**config.mk**
```make
export PLATFORM = sky130hd
export DESIGN_NAME = multicycle_control
export DESIGN_NICKNAME = d
export VERILOG_FILES = /design/src/rtl/multicycle_control_pkg.sv /design/src/rtl/multicycle_control_mem_wait_timer.sv /design/src/rtl/multicycle_control.sv
export SDC_FILE = /design/constraint.sdc
export NUM_CORES = 1
export LEC_CHECK = 0
export BUFFER_PORTS_ARGS = -buffer_cell sky130_fd_sc_hd__buf_2
export CORE_MARGIN = 3
export CORE_UTILIZATION = 49
export DETAILED_ROUTE_END_ITERATION = 16
export PLACE_DENSITY_LB_ADDON = 0.12
export RECOVER_POWER = 50
export SLEW_MARGIN = 0
export SYNTH_ARGS = -nofsm -noshare
export SYNTH_HDL_FRONTEND = slang
export SYNTH_HIERARCHICAL = 1
export SYNTH_SLANG_ARGS = --single-unit
```
**constraint.sdc**
```tcl
create_clock -name clk -period 2.8 [get_ports clk]
set_input_delay 0.28 -clock clk [delete_from_list [all_inputs] [get_ports clk]]
set_output_delay 0.28 -clock clk [all_outputs]
set_load 0.03 [all_outputs]
```
**src/rtl/multicycle_control_pkg.sv**
```systemverilog
// Shared encodings for the multicycle MIPS controller: FSM states, opcodes
// and the mux/ALU select codes also understood by alu_control and the datapath.
package multicycle_control_pkg;

  typedef enum logic [3:0] {
    S_FETCH     = 4'd0,
    S_DECODE    = 4'd1,
    S_MEM_ADDR  = 4'd2,
    S_MEM_READ  = 4'd3,
    S_MEM_WB    = 4'd4,
    S_MEM_WRITE = 4'd5,
    S_R_EXEC    = 4'd6,
    S_R_WB      = 4'd7,
    S_I_EXEC    = 4'd8,
    S_I_WB      = 4'd9,
    S_BRANCH    = 4'd10,
    S_JUMP      = 4'd11
  } state_t;

  localparam logic [5:0] OP_RTYPE = 6'b000000;
  localparam logic [5:0] OP_LW    = 6'b100011;
  localparam logic [5:0] OP_SW    = 6'b101011;
  localparam logic [5:0] OP_BEQ   = 6'b000100;
  localparam logic [5:0] OP_J     = 6'b000010;
  localparam logic [5:0] OP_ADDI  = 6'b001000;

  localparam logic [1:0] ALUOP_ADD   = 2'b00;
  localparam logic [1:0] ALUOP_SUB   = 2'b01;
  localparam logic [1:0] ALUOP_FUNCT = 2'b10;

  localparam logic [1:0] SRCB_B        = 2'b00;
  localparam logic [1:0] SRCB_FOUR     = 2'b01;
  localparam logic [1:0] SRCB_SEXT     = 2'b10;
  localparam logic [1:0] SRCB_SEXT_SH2 = 2'b11;

  localparam logic [1:0] PCSRC_ALU    = 2'b00;
  localparam logic [1:0] PCSRC_ALUOUT = 2'b01;
  localparam logic [1:0] PCSRC_JUMP   = 2'b10;

  // States that issue a memory access and may stall on mem_ready.
  function automatic logic is_mem_wait_state(input state_t s);
    return (s == S_FETCH) || (s == S_MEM_READ) || (s == S_MEM_WRITE);
  endfunction

endpackage

```
**src/rtl/multicycle_control_mem_wait_timer.sv**
```systemverilog
// Stall-cycle counter for memory states. Counts while enabled, clears
// otherwise, and flags when the count has reached WAIT_LIMIT.
module mem_wait_timer #(
  parameter int WAIT_LIMIT = 15
) (
  input  logic clk,
  input  logic rst,
  input  logic clr,
  input  logic en,
  output logic timeout
);

  localparam int CW = (WAIT_LIMIT < 1) ? 1 : $clog2(WAIT_LIMIT + 1);

  logic [CW-1:0] cnt_q, cnt_d;

  // Next count: clear has priority, then increment on a held stall cycle.
  always_comb begin
    cnt_d = cnt_q;
    if (clr)     cnt_d = '0;
    else if (en) cnt_d = cnt_q + CW'(1);
  end

  // Counter register.
  always_ff @(posedge clk) begin
    if (rst) cnt_q <= '0;
    else     cnt_q <= cnt_d;
  end

  assign timeout = (cnt_q == CW'(WAIT_LIMIT));

endmodule

```
**src/rtl/multicycle_control.sv**
```systemverilog
// Moore controller for the multicycle MIPS datapath: sequences fetch,
// decode, execute, memory and writeback, stalls on mem_ready, raises
// bus_error on a memory timeout and illegal_op on unknown opcodes, and
// counts retired instructions.
module multicycle_control
  import multicycle_control_pkg::*;
#(
  parameter int WAIT_LIMIT = 15,
  parameter int CNT_WIDTH  = 32
) (
  input  logic                 clk,
  input  logic                 rst,
  input  logic [5:0]           opcode,
  input  logic                 zero,
  input  logic                 mem_ready,
  output logic                 pc_write,
  output logic                 pc_write_cond,
  output logic                 i_or_d,
  output logic                 mem_read,
  output logic                 mem_write,
  output logic                 ir_write,
  output logic                 mem_to_reg,
  output logic                 reg_dst,
  output logic                 reg_write,
  output logic                 alu_src_a,
  output logic [1:0]           alu_src_b,
  output logic [1:0]           alu_op,
  output logic [1:0]           pc_source,
  output logic                 done,
  output logic                 illegal_op,
  output logic                 bus_error,
  output logic [CNT_WIDTH-1:0] instr_count
);

  state_t               state_q, state_d;
  logic [CNT_WIDTH-1:0] cnt_q, cnt_d;
  logic                 mem_state;
  logic                 wait_en;
  logic                 timeout;
  logic                 to_err;
  logic                 unused_zero;

  // The branch decision (zero AND pc_write_cond) is made in the datapath.
  assign unused_zero = zero;

  // A stall cycle is a memory state without mem_ready; the timer runs only
  // on stalls and clears on any other cycle, which covers entry and exit.
  assign mem_state = is_mem_wait_state(state_q);
  assign wait_en   = mem_state && !mem_ready && !timeout;
  assign to_err    = mem_state && !mem_ready && timeout;

  mem_wait_timer #(
    .WAIT_LIMIT (WAIT_LIMIT)
  ) u_wait_timer (
    .clk     (clk),
    .rst     (rst),
    .clr     (!wait_en),
    .en      (wait_en),
    .timeout (timeout)
  );

  // Next-state logic; a memory timeout abandons the instruction to FETCH.
  always_comb begin
    state_d = state_q;
    case (state_q)
      S_FETCH: begin
        if (mem_ready)    state_d = S_DECODE;
        else if (timeout) state_d = S_FETCH;
      end
      S_DECODE: begin
        case (opcode)
          OP_LW, OP_SW: state_d = S_MEM_ADDR;
          OP_RTYPE:     state_d = S_R_EXEC;
          OP_BEQ:       state_d = S_BRANCH;
          OP_J:         state_d = S_JUMP;
          OP_ADDI:      state_d = S_I_EXEC;
          default:      state_d = S_FETCH;
        endcase
      end
      S_MEM_ADDR:  state_d = (opcode == OP_SW) ? S_MEM_WRITE : S_MEM_READ;
      S_MEM_READ: begin
        if (mem_ready)    state_d = S_MEM_WB;
        else if (timeout) state_d = S_FETCH;
      end
      S_MEM_WRITE: begin
        if (mem_ready || timeout) state_d = S_FETCH;
      end
      S_R_EXEC:    state_d = S_R_WB;
      S_I_EXEC:    state_d = S_I_WB;
      S_MEM_WB,
      S_R_WB,
      S_I_WB,
      S_BRANCH,
      S_JUMP:      state_d = S_FETCH;
      default:     state_d = S_FETCH;
    endcase
  end

  // State register.
  always_ff @(posedge clk) begin
    if (rst) state_q <= S_FETCH;
    else     state_q <= state_d;
  end

  // Output decode from state; write strobes in memory states also follow
  // mem_ready, and everything is forced low while rst is asserted.
  always_comb begin
    pc_write      = 1'b0;
    pc_write_cond = 1'b0;
    i_or_d        = 1'b0;
    mem_read      = 1'b0;
    mem_write     = 1'b0;
    ir_write      = 1'b0;
    mem_to_reg    = 1'b0;
    reg_dst       = 1'b0;
    reg_write     = 1'b0;
    alu_src_a     = 1'b0;
    alu_src_b     = SRCB_B;
    alu_op        = ALUOP_ADD;
    pc_source     = PCSRC_ALU;
    done          = 1'b0;
    illegal_op    = 1'b0;
    bus_error     = 1'b0;
    if (!rst) begin
      bus_error = to_err;
      case (state_q)
        S_FETCH: begin
          mem_read  = !to_err;
          alu_src_b = SRCB_FOUR;
          ir_write  = mem_ready;
          pc_write  = mem_ready;
        end
        S_DECODE: begin
          alu_src_b = SRCB_SEXT_SH2;
          case (opcode)
            OP_LW, OP_SW, OP_RTYPE, OP_BEQ, OP_J, OP_ADDI: illegal_op = 1'b0;
            default:                                       illegal_op = 1'b1;
          endcase
        end
        S_MEM_ADDR, S_I_EXEC: begin
          alu_src_a = 1'b1;
          alu_src_b = SRCB_SEXT;
        end
        S_MEM_READ: begin
          mem_read = !to_err;
          i_or_d   = 1'b1;
        end
        S_MEM_WB: begin
          reg_write  = 1'b1;
          mem_to_reg = 1'b1;
          done       = 1'b1;
        end
        S_MEM_WRITE: begin
          mem_write = !to_err;
          i_or_d    = 1'b1;
          done      = mem_ready;
        end
        S_R_EXEC: begin
          alu_src_a = 1'b1;
          alu_op    = ALUOP_FUNCT;
        end
        S_R_WB: begin
          reg_write = 1'b1;
          reg_dst   = 1'b1;
          done      = 1'b1;
        end
        S_I_WB: begin
          reg_write = 1'b1;
          done      = 1'b1;
        end
        S_BRANCH: begin
          alu_src_a     = 1'b1;
          alu_op        = ALUOP_SUB;
          pc_write_cond = 1'b1;
          pc_source     = PCSRC_ALUOUT;
          done          = 1'b1;
        end
        S_JUMP: begin
          pc_write  = 1'b1;
          pc_source = PCSRC_JUMP;
          done      = 1'b1;
        end
        default: ;
      endcase
    end
  end

  // Retired count advances together with done and wraps naturally.
  always_comb begin
    cnt_d = cnt_q;
    if (done) cnt_d = cnt_q + CNT_WIDTH'(1);
  end

  // Retired-instruction counter register.
  always_ff @(posedge clk) begin
    if (rst) cnt_q <= '0;
    else     cnt_q <= cnt_d;
  end

  assign instr_count = rst ? '0 : cnt_q;

endmodule

```
==> qor.txt, run 1 <==
IO Pins - 61
die height - 77.70 um
sequential power share - 54.0%
Slew Viols, Final - 0
Residual DRC - 0
Place WS - 0.5132 ns
Hold Fails Final Rpt - 0
critical path's slowest cell - or4_1
row count - 25
mux cell area share after synthesis - 4.868%
TritonCTS clock tree - built
Max-slew headroom - 34.78%
DPL Wire Length - 4091 um
clk buf depth - 2
cell breakdown of the critical path - clkbuf_1 -> nand4bb_1 -> nand4_1 -> or2_2 -> or4_1 -> mux2_1
Worst Clk Skew - 0.002766 ns
Syn Std Cell Area - 2519 um2
crit path launch type - flop
final core utilization - 59.59%
Gate Count Post-Synth - 330
post-synthesis simple-gate area fraction - 40.44%
final period utilization - 85.71%
syn_nets - 342
largest net degree at the start of global routing - 55
cts bufs inserted - 5
Final setup viols - 0
Max Cap Viol - 0
post-CTS sizing - 0
asr flop ratio synth - 0%
Ant. Diodes - 0
synthesized flop and latch total - 40
Top FF cell, synth - dfxtp_1
sw frac - 24.67%
Hold WS - 0.3423 ns
final net count - 392
sequential share of the synthesized area - 31.79%
Leakage Power - 1.082 nW
die span in x - 77.70 um
switching power - 262.5 uW
Max Fanout on Critical Path - 13
GR Overflow Total - 0
worst hold path type - in2reg
initial antenna violation count - 0
final worst slack - 0.4001 ns
Post-synth EDFFs - 0
vias in the first global route - 2166
R2R setup slack - 0.40 ns
Max Freq - 416.7 MHz
Clock power frac - 37.2%
Worst-path clk slew - 0.08 ns
CTS Root Buffer Type - clkbuf_8
Power Total - 1.064 mW
routed vias/inst - 5.429
Final Non-Filler Cells - 448
TNS Setup - 0 ns
first-pass iteration count of the detailed router - 4
run status - complete, no violations
layout cell share with drive strength beyond 1 - 14.70%
Tmin final - 2.400 ns
Post-CTS Setup Inserts - 0
Synth Area in XOR/XNOR - 6.259%
die area - 6037 um2
port bufs - 59
CTS sink count - 40
DR WL/cell - 12.54 um
core footprint - 4848 um2
Clock Latency Late Sink - 0.28 ns
Max VDD drop - 262.6 uV
crit-path max cell delay - 0.51 ns
Final ANT Viol Nets - 0
largest family of logic cells by synthesized area - simple AND/OR/NAND/NOR gates
fin area - 2889 um2
critical path class - reg2reg
final WL - 5619 um
Synth Area in Compound Gates - 9.886%
Area growth syn-to-layout - 14.70%
H-tree depth - 2
worst slew pin tran - 0.9783 ns
Synth Area per Inst - 7.632 um2
Combinational Power Share - 8.8%
Starting Density - 51.95%
CP Capture Type - flop
P per Cell Area - 368.4 nW/um2
Post-Synth Adder-Cell Area - 0.9935%
routed via count - 2432
Placed Cells - 440
internal power - 801.7 uW
DR iter-0 viols - 75
All-Layer GR Usage - 18.70%
routability cong. - 0.8699
hold_buf cts - 0
Critical Path RT - 2.98 ns
arrival time at the worst endpoint - 2.58 ns
synth warn - 6
placed inst area - 2851 um2
library cells used by synthesis - 50
global-route wire length before repair - 9473 um
Buf/Inv on CP - 1
CP top delay family - simple AND/OR/NAND/NOR gates
unrepaired setup endpoints after global routing - false
## Yosys cell counts (all sizes together), types with 10 or more instances
master / number / area share, %
dfxtp: 40 / 32
nor2: 40 / 6.0
nor2b: 27 / 6.7
nand2: 20 / 3.3
nor3: 19 / 3.8
a21oi: 14 / 2.8
o21ai: 14 / 2.8
clkbuf: 13 / 1.9
or4: 13 / 3.9
nand3: 12 / 2.4
xnor2: 12 / 4.2
buf: 11 / 2.3
nor4: 11 / 2.7
inv: 10 / 1.5
mux2: 10 / 4.5
## cell type report
| class | instances | area (um2) |
|---|---|---|
| Fill cell | 476 | 1959 |
| Multi-Input combinational cell | 256 | 1574 |
| Sequential cell | 40 | 800.8 |
| Timing Repair Buffer | 67 | 299.0 |
| Clock buffer | 7 | 86.33 |
| Tap cell | 67 | 83.83 |
| Inverter | 10 | 37.54 |
| Clock inverter | 1 | 7.507 |
## layout by cell type (no fill, tap or decap), types with 2 or more instances in the layout
master	Yosys	routed
clkbuf_8	0	6
xnor2_1	12	12
o21ai_0	14	14
nor2b_1	27	27
dfxtp_1	40	40
nand4_1	7	7
a21oi_1	14	14
nand3b_1	2	2
nor4b_1	2	2
nor3_1	19	19
and3_1	3	3
mux2_1	2	2
nor2_1	40	40
buf_2	5	28
o31ai_1	2	2
clkbuf_1	13	36
and2_1	2	2
or3_1	6	6
nand2b_1	3	3
xor2_1	6	6
nor3b_1	2	2
ha_1	2	2
or2_2	5	5
nand2_1	19	19
nand3_1	12	12
and4_1	5	5
mux2_2	8	8
buf_4	1	3
or4_1	13	13
nor4_1	11	11
inv_1	10	10
## power groups by stage
stage / Clock (mW) / Combinational, mW / Sequential, mW
floorplan: 0 / 0.0694 / 0.585
global placement: 0 / 0.0933 / 0.588
detailed placement: 0 / 0.0948 / 0.588
CTS: 0.412 / 0.0952 / 0.574
global route: 0.434 / 0.104 / 0.575
finish: 0.396 / 0.0941 / 0.574
## worst reg2reg max path: cells and delay by family, from the launching register on
family,cells,cell delay (ns)
mux,1,0.32
flops,1,0.38
simple gates,4,1.30
buf+inv,1,0.29
## logic make-up after synthesis
family                   after synthesis
AND/OR/NAND/NOR                      184
XOR/XNOR                              18
multiplexers                          11
adder cells (fa/ha/maj)                2
buffers and inverters                 34
AO/OA/AOI/OAI                         41
flip-flops                            40
## flip-flops by register name, indices dropped and copies added (netlist names)
signal              cells
cnt_q                  32
state_q                 4
u_wait_timer/cnt_q      4
## path summary, 6_finish.rpt
| kind | startpoint | to | depth (start not counted) |
|---|---|---|---|
| worst min register to register | cnt_q[31] | cnt_q[31] | 2 |
| worst max-delay path | state_q[2] | cnt_q[27] | 6 |
| worst min-delay path | rst | state_q[2] | 3 |
| worst max register to register | state_q[2] | cnt_q[27] | 6 |
## layer usage
metal  track usage (%)  wire length (um)  part of all wire (%)  vias up
li1                  -                 -                     -     1269
met2             32.11              2642                    47       73
met4             6.228                69                   1.2        0
met5                 0                 0                     0        -
met3             3.016               312                   5.6        9
met1             23.67              2595                    46     1081
Note: power is estimated with default switching activity, not from simulation.
==> run 2, diff against run 1 <==
--- a/config.mk
+++ b/config.mk
@@ -7,4 +7,5 @@
 export LEC_CHECK = 0
 export BUFFER_PORTS_ARGS = -buffer_cell sky130_fd_sc_hd__buf_2
+export CAP_MARGIN = 15
 export CORE_MARGIN = 3
 export CORE_UTILIZATION = 49
==> constraint.sdc (replaced) <==
create_clock -name clk -period 2.8 [get_ports clk]
set_input_delay 0.28 -clock clk [delete_from_list [all_inputs] [get_ports clk]]
set_output_delay 0.28 -clock clk [all_outputs]
set_load 0.005 [all_outputs]
==> qor.txt, run 2 (synthesis gave the netlist of run 1 again) <==
Clock Latency Late Sink - 0.29 ns (was 0.28 ns)
routed vias/inst - 5.479 (was 5.429)
die height - 77.70 um (unchanged)
TritonCTS clock tree - built (unchanged)
fin area - 2935 um2 (was 2889 um2)
DPL Wire Length - 4028 um (was 4091 um)
worst hold path type - in2reg (unchanged)
initial antenna violation count - 0 (unchanged)
GR Layer Usage met1 - 23.55% (was 23.67%)
cts bufs inserted - 5 (unchanged)
Largest register FFs - 32 (unchanged)
P per Cell Area - 397.4 nW/um2 (was 368.4 nW/um2)
WHS Path Cells - 4 (was 3)
hold_buf cts - 0 (unchanged)
Leakage Power - 1.148 nW (was 1.082 nW)
final net count - 391 (was 392)
IO Pins - 61 (unchanged)
All-Layer GR Usage - 19.24% (was 18.70%)
crit path launch type - flop (unchanged)
Final Non-Filler Cells - 447 (was 448)
final WL - 5600 um (was 5619 um)
placed inst area - 2843 um2 (was 2851 um2)
port bufs - 59 (unchanged)
CTS Root Buffer Type - clkbuf_8 (unchanged)
internal power - 914.6 uW (was 801.7 uW)
TNS Setup - 0 ns (unchanged)
worst slew pin tran - 1.230 ns (was 0.9783 ns)
layout cell share with drive strength beyond 1 - 18.95% (was 14.70%)
Clock power frac - 43.8% (was 37.2%)
global-route wire length before repair - 9632 um (was 9473 um)
Max Freq - 425.3 MHz (was 416.7 MHz)
H-tree depth - 2 (unchanged)
first-pass iteration count of the detailed router - 4 (unchanged)
GR Layer Usage met3 - 3.596% (was 3.016%)
Final setup viols - 0 (unchanged)
Hold Fails Final Rpt - 0 (unchanged)
Critical Path RT - 2.98 ns (about the same)
post-CTS sizing - 0 (unchanged)
Most flops, register - cnt_q (unchanged)
Ant. Diodes - 0 (unchanged)
CTS sink count - 40 (unchanged)
unrepaired setup endpoints after global routing - false (unchanged)
clk buf depth - 2 (unchanged)
switching power - 251.7 uW (was 262.5 uW)
critical path's slowest cell - dfxtp_1 (was or4_1)
run status - complete, no violations (unchanged)
core footprint - 4848 um2 (unchanged)
Max-slew headroom - 18.03% (was 34.78%)
DR iter-0 viols - 59 (was 75)
Starting Density - 51.95% (unchanged)
largest net degree at the start of global routing - 69 (was 55)
Area growth syn-to-layout - 16.54% (was 14.70%)
Max Cap Viol - 0 (unchanged)
Hold WS - 0.3653 ns (was 0.3423 ns)
GR Overflow Total - 0 (unchanged)
Final ANT Viol Nets - 0 (unchanged)
reg2reg path depth - 5 (was 6)
Max VDD drop - 298.5 uV (was 262.6 uV)
Worst-path clk slew - 0.07 ns (was 0.08 ns)
cell breakdown of the critical path - xor2_1 -> nand4_1 -> or2_2 -> or4_1 -> mux2_1 (was clkbuf_1 -> nand4bb_1 -> nand4_1 -> or2_2 -> or4_1 -> mux2_1)
die area - 6037 um2 (unchanged)
Post-CTS Setup Inserts - 0 (unchanged)
final period utilization - 83.97% (was 85.71%)
arrival time at the worst endpoint - 2.53 ns (was 2.58 ns)
Residual DRC - 0 (unchanged)
row count - 25 (unchanged)
FILL cells - 474 (was 476)
Most Crowded Layer GR - met2 (unchanged)
critical path class - reg2reg (unchanged)
largest registers - cnt_q: 32 flops, state_q: 4 flops, u_wait_timer/cnt_q: 4 flops (unchanged)
routability cong. - 0.8477 (was 0.8699)
crit-path max cell delay - 0.51 ns (about the same)
sequential power share - 49.2% (was 54.0%)
routed via count - 2449 (was 2432)
vias in the first global route - 2172 (was 2166)
Worst Clk Skew - 0.002904 ns (was 0.002766 ns)
Slew Viols, Final - 0 (unchanged)
die span in x - 77.70 um (unchanged)
sw frac - 21.58% (was 24.67%)
Placed Cells - 439 (was 440)
CP Capture Type - flop (unchanged)
met2 Resource Use GR - 33.39% (was 32.11%)
Tmin final - 2.351 ns (was 2.400 ns)
Combinational Power Share - 7.0% (was 8.8%)
most frequent cells in the layout - nor2_1 (40), dfxtp_1 (40), nor2b_1 (27) (was nor2_1 (40), dfxtp_1 (40), clkbuf_1 (36))
Max Fanout on Critical Path - 13 (unchanged)
DR WL/cell - 12.53 um (was 12.54 um)
-- run 2: cell count changes in the layout (fill, tap and decap cells not counted), sizes merged --
cell and delta:
buf -3, bufinv +1, clkbuf +2, clkinvlp -1
-- run 2: worst max-delay path, delay by kind of cell (launching register included) --
family | cells | cell delay, ns
flops | 1 | 0.51
mux | 1 | 0.32
simple gates | 3 | 1.23
xor+xnor | 1 | 0.18
-- run 2: metrics by stage --
step	setup WS [ns]	total power [mW]	util, %
after floorplan	0.7462	0.6432	-
after global placement	0.5035	0.6686	58.63
after detailed placement	0.4618	0.6698	58.63
after CTS	0.4466	1.182	61.24
after global routing	0.3162	1.221	60.54
final	0.4488	1.166	60.54
-- run 2: worst paths after layout --
check | slack [ns] | end | startpoint
max reg2reg | 0.45 | cnt_q[27] | state_q[2]
min | 0.37 | state_q[3] | opcode[5]
max | 0.45 | cnt_q[27] | state_q[2]
min reg2reg | 0.48 | cnt_q[31] | cnt_q[31]
-- run 2: final cells by class --
type	instances	area, um2	area share [%]
Timing Repair Buffer	66	314.1	10.70
Sequential cell	40	800.8	27.28
Multi-Input combinational cell	256	1573	53.58
Inverter	10	37.54	1.279
Clock inverter	1	30.03	1.023
Tap cell	67	83.83	2.856
Clock buffer	7	96.34	3.282
-- run 2: routing by layer --
layer	routed length, um	vias up
met5	0	-
met4	70	0
li1	-	1266
met1	2620	1123
met3	273	4
met2	2635	56
-- run 2: power by group through the flow --
stage	clock network (mW)	logic, mW	registers (mW)
finish	0.510	0.0818	0.574
global route	0.553	0.0930	0.575
CTS	0.525	0.0829	0.574
detailed placement	0	0.0822	0.588
global placement	0	0.0812	0.587
floorplan	0	0.0582	0.585
==> run 3, diff against run 2 <==
- CORE_UTILIZATION: 49 -> 48
- clock period: 2.8 -> 1.9 ns (I/O delays scaled with it)
==> qor.txt, run 3 (synthesis gave the netlist of run 1 again) <==
Clock Latency Late Sink - 0.30 ns (was 0.29 ns)
routability cong. - 0.8154 (was 0.8477)
Largest register FFs - 32 (unchanged)
Final Non-Filler Cells - 484 (was 447)
switching power - 387.8 uW (was 251.7 uW)
reg2reg path depth - 5 (unchanged)
fin area - 3356 um2 (was 2935 um2)
R2R Path Start - cnt_q[7] (was state_q[2])
area of the multi-input gates - 1694 um2 (was 1573 um2)
DR WL/cell - 13.27 um (was 12.53 um)
core footprint - 4880 um2 (was 4848 um2)
Tmin final - 1.908 ns (was 2.351 ns)
initial antenna violation count - 0 (unchanged)
final core utilization - 68.77% (was 60.54%)
cts bufs inserted - 5 (unchanged)
arrival time at the worst endpoint - 2.10 ns (was 2.53 ns)
layout cell share with drive strength beyond 1 - 33.33% (was 18.95%)
Clock power frac - 43.8% (about the same)
FILL cells - 444 (was 474)
sw frac - 22.21% (was 21.58%)
sequential power share - 48.3% (was 49.2%)
die area - 6152 um2 (was 6037 um2)
DR iter-0 viols - 85 (was 59)
vias in the first global route - 2363 (was 2172)
final period utilization - 100.4% (was 83.97%)
Critical Path RT - 2.09 ns (was 2.98 ns)
most frequent cells in the layout - nor2_1 (40), buf_4 (37), buf_2 (33) (was nor2_1 (40), dfxtp_1 (40), nor2b_1 (27))
row count - 25 (unchanged)
internal power - 1.358 mW (was 914.6 uW)
failing checks - setup timing
commonest non-fill, non-tap cell in the layout - nor2_1
CTS sink count - 40 (unchanged)
Combinational Power Share - 8.0% (was 7.0%)
Ant. Diodes - 0 (unchanged)
Hold WS - 0.2470 ns (was 0.3653 ns)
min-delay src - rst (was opcode[5])
H-tree depth - 2 (unchanged)
worst slew pin tran - 0.4763 ns (was 1.230 ns)
die span in x - 78.44 um (was 77.70 um)
final net count - 428 (was 391)
register area - 817.0 um2 (was 800.8 um2)
crit path launch type - flop (unchanged)
Worst Hold End - state_q[2] (was state_q[3])
Residual DRC - 0 (unchanged)
Final setup viols - 1 (was 0)
global-route wire length before repair - 10490 um (was 9632 um)
CTS Root Buffer Type - clkbuf_8 (unchanged)
largest registers - cnt_q: 32 flops, state_q: 4 flops, u_wait_timer/cnt_q: 4 flops (unchanged)
Worst Clk Skew - 0.006059 ns (was 0.002904 ns)
Worst-path clk slew - 0.08 ns (was 0.07 ns)
Placed Cells - 468 (was 439)
Area growth syn-to-layout - 33.23% (was 16.54%)
Leakage Power - 1.375 nW (was 1.148 nW)
R2R setup slack - -0.008 ns (was 0.45 ns)
Final ANT Viol Nets - 0 (unchanged)
routed vias/inst - 5.459 (was 5.479)
IO Pins - 61 (unchanged)
final worst slack - -0.007785 ns (was 0.4488 ns)
Max Freq - 524.2 MHz (was 425.3 MHz)
routed via count - 2642 (was 2449)
Max-slew headroom - 68.25% (was 18.03%)
worst hold path type - in2reg (unchanged)
Max Fanout on Critical Path - 4 (was 13)
Starting Density - 51.62% (was 51.95%)
WHS Path Cells - 3 (was 4)
unrepaired setup endpoints after global routing - true (was false)
DPL Wire Length - 4529 um (was 4028 um)
GR Overflow Total - 0 (unchanged)
placed inst area - 3075 um2 (was 2843 um2)
final WL - 6423 um (was 5600 um)
run status - complete, but fails checks (was complete, no violations)
TNS Setup - -0.007785 ns (was 0 ns)
first-pass iteration count of the detailed router - 4 (unchanged)
Most flops, register - cnt_q (unchanged)
All-Layer GR Usage - 20.84% (was 19.24%)
clk buf depth - 2 (unchanged)
Max VDD drop - 351.4 uV (was 298.5 uV)
CP Capture Type - flop (unchanged)
port bufs - 59 (unchanged)
Slew Viols, Final - 0 (unchanged)
largest net degree at the start of global routing - 52 (was 69)
P per Cell Area - 520.3 nW/um2 (was 397.4 nW/um2)
die height - 78.44 um (was 77.70 um)
TritonCTS clock tree - built (unchanged)
critical path class - reg2reg (unchanged)
Hold Fails Final Rpt - 0 (unchanged)
Max Cap Viol - 0 (unchanged)
reg2reg end - cnt_q[27] (unchanged)
hold_buf cts - 0 (unchanged)
run 3: changes by cell type in the layout (fill, tap and decap cells not counted), moves of 4 or more:
cell,before,now
clkbuf_2,20,9
nor3_1,19,15
dfxtp_1,40,29
buf_4,3,37
buf_2,24,33
dfxtp_2,0,10
or4_4,0,4
run 3: layer usage:
| layer | wire length (um) | global-route usage, % |
|---|---|---|
| met5 | 0 | 0 |
| met4 | 108 | 7.517 |
| met3 | 348 | 4.358 |
| met2 | 3149 | 35.79 |
| met1 | 2817 | 25.71 |
run 3: worst max path at each step:
stage	start	end	slack [ns]	depth (start not counted)
after floorplan	cnt_q[5]	cnt_q[31]	-0.05	7
after global placement	cnt_q[7]	cnt_q[28]	-0.001	5
after detailed placement	state_q[2]	cnt_q[27]	-0.04	5
after CTS	state_q[2]	cnt_q[27]	0.0003	5
after global routing	cnt_q[21]	cnt_q[30]	-0.07	6
final	cnt_q[7]	cnt_q[27]	-0.008	5
run 3: metrics by stage:
step | power, mW | setup WS [ns]
after floorplan | 0.9489 | -0.05433
after global placement | 0.9948 | -0.001245
after detailed placement | 0.9974 | -0.03778
after CTS | 1.755 | 0.0003260
after global routing | 1.809 | -0.07318
final | 1.746 | -0.007785
run 3: what timing repair did:
action,CTS,global route
pin swaps,4,8
setup endpoints to repair,6,18
hold endpoints to repair,0,0
buffers inserted,1,5
gates resized for setup,8,31
gates cloned,1,1
run 3: cell type report:
type                       count  area share [%]
clock buffer                   7           2.871
inverter                      10           1.119
multi-input combinational    257           50.48
clock inverter                 1          0.8949
sequential                    40           24.35
timing repair buffer         102           17.79
tap                           67           2.498
run 3: critical path: stages, from the launching register on:
cell and delay [ns]:
dfxtp_2 0.33, and4_4 0.25, nand2_4 0.06, or3_4 0.37, or4_4 0.49, mux2_4 0.30
run 3: power by group through the flow:
stage / logic, mW / clock network [mW] / registers (mW)
final: 0.139 / 0.764 / 0.843
after global routing: 0.155 / 0.810 / 0.843
after CTS: 0.136 / 0.775 / 0.844
after detailed placement: 0.133 / 0 / 0.864
after global placement: 0.131 / 0 / 0.864
after floorplan: 0.0867 / 0 / 0.862
